**src/rtl/sd_pkg.sv**
```systemverilog
// Shared types and helpers for the sigma-delta decimation scheduler.
// Sequencer states and channel-index width helper.
package sd_pkg;

  typedef enum logic [1:0] {
    IDLE,
    RUN,
    DRAIN
  } state_e;

  function automatic int chan_w(input int n);
    return (n > 1) ? $clog2(n) : 1;
  endfunction

endpackage

```
**src/rtl/sd_strobe_gen.sv**
```systemverilog
// Enable prescaler, OSR counter and settle counter.
// All strobes are registered from look-ahead next-state values.
module sd_strobe_gen #(
  parameter int DIV_WIDTH = 8,
  parameter int OSR       = 16,
  parameter int SETTLE    = 3
) (
  input  logic                 clk,
  input  logic                 rst,
  input  logic                 run_i,
  input  logic                 load_i,
  input  logic [DIV_WIDTH-1:0] div_i,
  output logic                 en_o,
  output logic                 dec_o,
  output logic                 keep_o
);

  localparam int OW = $clog2(OSR);
  localparam int SW = $clog2(SETTLE + 1) + 1;
  localparam logic [OW-1:0] OSR_LAST = OW'(OSR - 1);
  localparam logic [SW-1:0] SET_N    = SW'(SETTLE);

  logic [DIV_WIDTH-1:0] div_q, div_d;
  logic [DIV_WIDTH-1:0] cnt_q, cnt_d;
  logic [OW-1:0]        osr_q, osr_d;
  logic [SW-1:0]        set_q, set_d;
  logic                 en_q, en_d;
  logic                 dec_q, dec_d;
  logic                 keep_q, keep_d;

  always_comb begin
    div_d = div_q;
    cnt_d = cnt_q;
    osr_d = osr_q;
    set_d = set_q;
    if (!run_i) begin
      cnt_d = '0;
      osr_d = '0;
      set_d = '0;
    end else if (load_i) begin
      div_d = div_i;
      cnt_d = '0;
      osr_d = '0;
      set_d = '0;
    end else begin
      cnt_d = (cnt_q == div_q) ? '0 : cnt_q + 1'b1;
      if (en_q)
        osr_d = (osr_q == OSR_LAST) ? '0 : osr_q + 1'b1;
      if (dec_q && set_q != SET_N)
        set_d = set_q + 1'b1;
    end
    // Strobes describe the cycle that follows this edge
    en_d   = run_i && (cnt_d == div_d);
    dec_d  = en_d && (osr_d == OSR_LAST);
    keep_d = dec_d && (set_d == SET_N);
  end

  always_ff @(posedge clk) begin
    if (rst) begin
      div_q  <= '0;
      cnt_q  <= '0;
      osr_q  <= '0;
      set_q  <= '0;
      en_q   <= 1'b0;
      dec_q  <= 1'b0;
      keep_q <= 1'b0;
    end else begin
      div_q  <= div_d;
      cnt_q  <= cnt_d;
      osr_q  <= osr_d;
      set_q  <= set_d;
      en_q   <= en_d;
      dec_q  <= dec_d;
      keep_q <= keep_d;
    end
  end

  assign en_o   = en_q;
  assign dec_o  = dec_q;
  assign keep_o = keep_q;

endmodule

```
**src/rtl/sd_decim_scheduler.sv**
```systemverilog
// Sigma-delta receive sequencer: run/drain FSM, shadow bank
// and one-channel-per-beat valid/ready serialiser.
module sd_decim_scheduler
  import sd_pkg::*;
#(
  parameter  int CHANNELS  = 4,
  parameter  int WIDTH     = 16,
  parameter  int DIV_WIDTH = 8,
  parameter  int OSR       = 16,
  parameter  int SETTLE    = 3,
  localparam int CW        = chan_w(CHANNELS)
) (
  input  logic                      clk,
  input  logic                      rst,
  input  logic                      start,
  input  logic                      stop,
  input  logic [DIV_WIDTH-1:0]      div,
  output logic                      en,
  output logic                      dec,
  input  logic [CHANNELS*WIDTH-1:0] in_data,
  output logic [WIDTH-1:0]          out_data,
  output logic [CW-1:0]             out_chan,
  output logic                      out_valid,
  input  logic                      out_ready,
  output logic                      overrun,
  output logic                      busy
);

  state_e state_q, state_d;

  logic             load, run_nx;
  logic             en_s, dec_s, keep_s;
  logic             cap, beat, last;
  logic             valid_q, valid_d;
  logic [CW-1:0]    chan_q, chan_d, chan_nx;
  logic [WIDTH-1:0] data_q, data_d;
  logic             ovr_q, ovr_d;
  logic             busy_q, busy_d;
  logic [WIDTH-1:0] bank_q [CHANNELS];

  always_comb begin
    state_d = state_q;
    unique case (state_q)
      IDLE:    if (start) state_d = RUN;
      RUN:     if (stop) state_d = DRAIN;
      DRAIN:   if (!valid_q) state_d = IDLE;
      default: state_d = IDLE;
    endcase
  end

  assign load   = (state_q == IDLE) && start;
  assign run_nx = (state_d == RUN);

  sd_strobe_gen #(
    .DIV_WIDTH (DIV_WIDTH),
    .OSR       (OSR),
    .SETTLE    (SETTLE)
  ) u_strobe (
    .clk    (clk),
    .rst    (rst),
    .run_i  (run_nx),
    .load_i (load),
    .div_i  (div),
    .en_o   (en_s),
    .dec_o  (dec_s),
    .keep_o (keep_s)
  );

  always_comb begin
    cap     = keep_s && !valid_q;
    beat    = valid_q && out_ready;
    last    = (chan_q == CW'(CHANNELS - 1));
    chan_nx = chan_q + 1'b1;
    valid_d = valid_q;
    chan_d  = chan_q;
    data_d  = data_q;
    // A kept set arriving while a snapshot is still in flight is dropped
    ovr_d   = load ? 1'b0 : (ovr_q | (keep_s && valid_q));
    busy_d  = (state_d != IDLE);
    if (cap) begin
      valid_d = 1'b1;
      chan_d  = '0;
      data_d  = in_data[WIDTH-1:0];
    end else if (beat) begin
      if (last) begin
        valid_d = 1'b0;
      end else begin
        chan_d = chan_nx;
        data_d = bank_q[chan_nx];
      end
    end
  end

  always_ff @(posedge clk) begin
    if (rst) begin
      state_q <= IDLE;
      valid_q <= 1'b0;
      chan_q  <= '0;
      data_q  <= '0;
      ovr_q   <= 1'b0;
      busy_q  <= 1'b0;
    end else begin
      state_q <= state_d;
      valid_q <= valid_d;
      chan_q  <= chan_d;
      data_q  <= data_d;
      ovr_q   <= ovr_d;
      busy_q  <= busy_d;
    end
  end

  always_ff @(posedge clk) begin
    if (cap) begin
      for (int k = 0; k < CHANNELS; k++)
        bank_q[k] <= in_data[k*WIDTH +: WIDTH];
    end
  end

  assign en        = en_s;
  assign dec       = dec_s;
  assign out_data  = data_q;
  assign out_chan  = chan_q;
  assign out_valid = valid_q;
  assign overrun   = ovr_q;
  assign busy      = busy_q;

endmodule

```
**config.mk**
```make
export PLATFORM = sky130hd
export DESIGN_NAME = sd_decim_scheduler
export DESIGN_NICKNAME = d
export VERILOG_FILES = /design/src/rtl/sd_pkg.sv /design/src/rtl/sd_strobe_gen.sv /design/src/rtl/sd_decim_scheduler.sv
export SDC_FILE = /design/constraint.sdc
export NUM_CORES = 1
export LEC_CHECK = 0
export CAP_MARGIN = 40
export CORE_MARGIN = 2
export CORE_UTILIZATION = 40
export CTS_CLUSTER_DIAMETER = 30
export DETAILED_ROUTE_END_ITERATION = 12
export PLACE_DENSITY = 0.71
export SLEW_MARGIN = 20
export SYNTH_ARGS = -nofsm -noshare
export SYNTH_HDL_FRONTEND = slang
export SYNTH_SLANG_ARGS = --single-unit
```
**constraint.sdc**
```tcl
create_clock -name clk -period 3 [get_ports clk]
set_clock_uncertainty 0.15 [all_clocks]
set_input_delay 0.3 -clock clk [delete_from_list [all_inputs] [get_ports clk]]
set_output_delay 0.3 -clock clk [all_outputs]
set_load 0.05 [all_outputs]
```
==> PnR_summary.wiki <==
{| class="wikitable"
! Metric !! Value
|-
| Die X || ~110 um
|-
| Syn Std Cell Area || 4690 um^2
|-
| Ys Warns || 0
|-
| Arrival time at the worst endpoint || 2380 ps
|-
| Wire length per cell || about 17 um
|-
| Clock network latency to the later pin of the worst-skew pair || about 400 ps
|-
| Endpoint class of the critical path || flop
|-
| Top cell type's share of synthesized area || about 41%
|-
| Final TNS setup || 0 ps
|-
| Area of all sequential standard cells || ~2900 um^2
|-
| Total gr overflow || 0
|-
| Remaining design rule violation count || 0
|-
| Standard-cell row count || 39
|-
| Die span in y || 112 um
|-
| Vias after detailed routing || 3205
|-
| RSZ-0062 raised after global routing || no
|-
| Core Footprint || approximately 11000 um^2
|-
| Slew HR || 45.9%
|-
| Resize count post-CTS || 0
|-
| Total iterations of the first detailed-routing run || 4
|-
| N_diodes || 0
|-
| Number of buffers added by the clock tree synthesis step || 17
|-
| Synth cell count leaders || sky130_fd_sc_hd__edfxtp_1, sky130_fd_sc_hd__dfxtp_1, sky130_fd_sc_hd__nor2_1, sky130_fd_sc_hd__mux2i_1
|-
| Max Fanout on Critical Path || 12
|-
| Post-DP HPWL || approximately 7 mm
|-
| Post-Syn Area per Cell || approximately 14 um^2
|-
| Final number of max-transition violations || 0
|-
| Maximum clock frequency || ~0.46 GHz
|-
| Worst hold path type || input port to flop
|-
| Sink Count || between 100 and 150
|-
| Count of final setup violators || 0
|-
| Count of routing violations after the opening detailed-route iteration || 153
|-
| Post-Synthesis Net Count || between 400 and 500
|-
| Initial cell density of the core || between 40% and 50%
|-
| Reg-to-reg setup timing slack || just over 800 ps
|-
| Critical path start-end classification || input port to flop
|-
| Cell taking the most area after synthesis || sky130_fd_sc_hd__edfxtp_1
|-
| Proportion of layout cells with a drive suffix above 1 || 12.9%
|-
| Io pins || 100
|-
| Commonest register cell after synthesis || sky130_fd_sc_hd__edfxtp_1
|-
| Global-route usage over all layers || between 15 and 20%
|-
| Max cap viols || 0
|-
| Largest net degree at the start of global routing || 67
|-
| Clock transition time at the flip-flop clock pins of the worst setup and hold paths || 60 ps
|-
| Hold-fix buffer count after cts || 0
|-
| Die footprint || ~13000 um^2
|-
| Clock tree from TritonCTS || built
|-
| Asr flop ratio synth || 0%
|-
| Worst Max-Slew Pin Slew || between 800 and 900 ps
|-
| Cell area power density || 598 nW/um^2
|-
| Largest buffer count on any clock path || 2
|-
| Final Hold Vio Count || 0
|-
| Final clock period utilization by the worst path || 73.1%
|-
| Count of input and output buffers || between 90 and 100
|-
| NumNets Final || approximately 530
|-
| Count of H-tree levels built during CTS || 4
|-
| Most area-consuming cells after synthesis || sky130_fd_sc_hd__edfxtp_1, sky130_fd_sc_hd__dfxtp_1, sky130_fd_sc_hd__mux4_2
|-
| Initial antenna violation count || 0
|-
| Most frequent cell after synthesis || sky130_fd_sc_hd__edfxtp_1
|-
| Vias in the first global route || 3355
|-
| Post-detailed-routing wire length || roughly 10 mm
|-
| Setup Buffers After CTS || 0
|-
| Count of mapped cells out of synthesis || around 350
|-
| Count of fill cells added during filler insertion || approximately 960
|-
| VDD IR-drop max || 313 uV
|-
| Final critical-path required period || ~2200 ps
|-
| Number of enable-type register cells in the synthesized netlist || 64
|-
| Required time of the critical path || between 3000 and 4000 ps
|-
| Wire length of the first global-routing pass || between 15 and 20 mm
|-
| Static Leak || approximately 2.3 nW
|-
| Layout Area Growth over Synthesis || 36.6%
|-
| CP Launch Type || input port
|-
| Sequential share of the synthesized area || approximately three fifths
|-
| Average via count per standard cell || around 5.3
|-
| Outcome || finished, final reports clean
|-
| Total area of multi-input combinational cells || roughly 1700 um^2
|-
| Clock root buffer || sky130_fd_sc_hd__clkbuf_16
|-
| Number of standard cells in the layout, taps in and fillers out || roughly 610
|-
| Count of antenna-violating nets left after detailed routing || 0
|-
| Number of storage elements in the synthesis netlist || between 100 and 150
|-
| Dpl cells || roughly 580
|-
| Count of cell types in the netlist || about 50
|-
| Placer's final routability congestion estimate || ~0.85
|}
critical path: stages:
cell and delay [ps]:
sky130_fd_sc_hd__clkdlybuf4s50_1 500, sky130_fd_sc_hd__nor3b_2 160, sky130_fd_sc_hd__buf_4 230, sky130_fd_sc_hd__mux2i_1 370, sky130_fd_sc_hd__o22ai_1 130, sky130_fd_sc_hd__nor3_1 320
sky130_fd_sc_hd__nand4_1 120, sky130_fd_sc_hd__and4b_1 260
state kept, by name, summed over array words and instances, names as in the netlist:
register         cells
state_q              2
u_strobe.dec_o       1
bank_q              64
overrun              1
u_strobe.osr_q       4
out_data            16
u_strobe.div_q       8
out_chan             2
u_strobe.keep_o      1
out_valid            1
busy                 1
u_strobe.cnt_q       8
u_strobe.set_q       3
u_strobe.en_o        1
path summary, 6_finish.rpt:
path,startpoint,end,depth (start not counted)
worst min-delay path,in_data[52],bank_q[3][4],1
worst min register to register,overrun,overrun,2
worst max-delay path,start,u_strobe.keep_o,8
worst max register to register,state_q[0],u_strobe.keep_o,7
cell type report:
cell class | instances | share of cell area (%)
inverters | 7 | 0.410
flip-flops and latches | 113 | 45.3
clock inverters | 13 | 2.25
clock buffers | 19 | 6.76
multi-input cells | 207 | 26.1
repair buffers | 105 | 16.3
well taps | 143 | 2.79
cell usage in the layout, fill, tap and decap left out, types with 4 or more instances in the layout:
cell type,count
sky130_fd_sc_hd__clkdlybuf4s50_1,98
sky130_fd_sc_hd__edfxtp_1,64
sky130_fd_sc_hd__dfxtp_1,49
sky130_fd_sc_hd__nor2_1,39
sky130_fd_sc_hd__mux2i_1,26
sky130_fd_sc_hd__clkbuf_16,17
sky130_fd_sc_hd__mux4_2,16
sky130_fd_sc_hd__a211oi_1,16
sky130_fd_sc_hd__nand2_1,14
sky130_fd_sc_hd__xnor2_1,11
sky130_fd_sc_hd__a21oi_1,8
sky130_fd_sc_hd__nand3_1,7
sky130_fd_sc_hd__nor3_1,7
sky130_fd_sc_hd__inv_1,6
sky130_fd_sc_hd__xor2_1,6
sky130_fd_sc_hd__clkinv_2,6
sky130_fd_sc_hd__buf_4,6
sky130_fd_sc_hd__o21ai_0,5
sky130_fd_sc_hd__nand4_1,5
sky130_fd_sc_hd__ha_1,5
sky130_fd_sc_hd__nand2b_1,4
stage by stage:
stage          cell area, um^2  hold WS, ps  setup slack, ps  util (%)  total power, mW
4_1_cts                   6400          282              815      56.1             3.86
2_1_floorplan             4690          226             62.1         -             1.77
6_report                  6400          295              808      56.1             3.83
3_5_place_dp              5830          356              429      51.0             1.90
5_1_grt                   6400          273              640      56.1             3.95
3_3_place_gp              5830          356              529      51.0             1.90
where the power goes:
part	internal (mW)	total, mW	switching (mW)
sequential	1.65	1.66	0.0123
clock	1.29	1.96	0.669
combinational	0.125	0.211	0.0858
cell families (layout without fill, tap and decap cells):
| group | Yosys count | after routing | synth area share (%) |
|---|---|---|---|
| compound gates | 44 | 44 | 6.97 |
| xor+xnor | 17 | 17 | 3.18 |
| fa+ha+maj | 5 | 5 | 1.33 |
| buf+inv | 25 | 144 | 2.40 |
| flops | 113 | 113 | 61.9 |
| mux | 43 | 43 | 13.5 |
| simple gates | 98 | 98 | 10.7 |
routing by layer:
layer	global-route usage (%)	wire length, um
met4	6.99	216
met2	28.5	4980
met5	0	0
met3	5.24	694
met1	19.9	4340
Power figures use the tool's default switching activity.
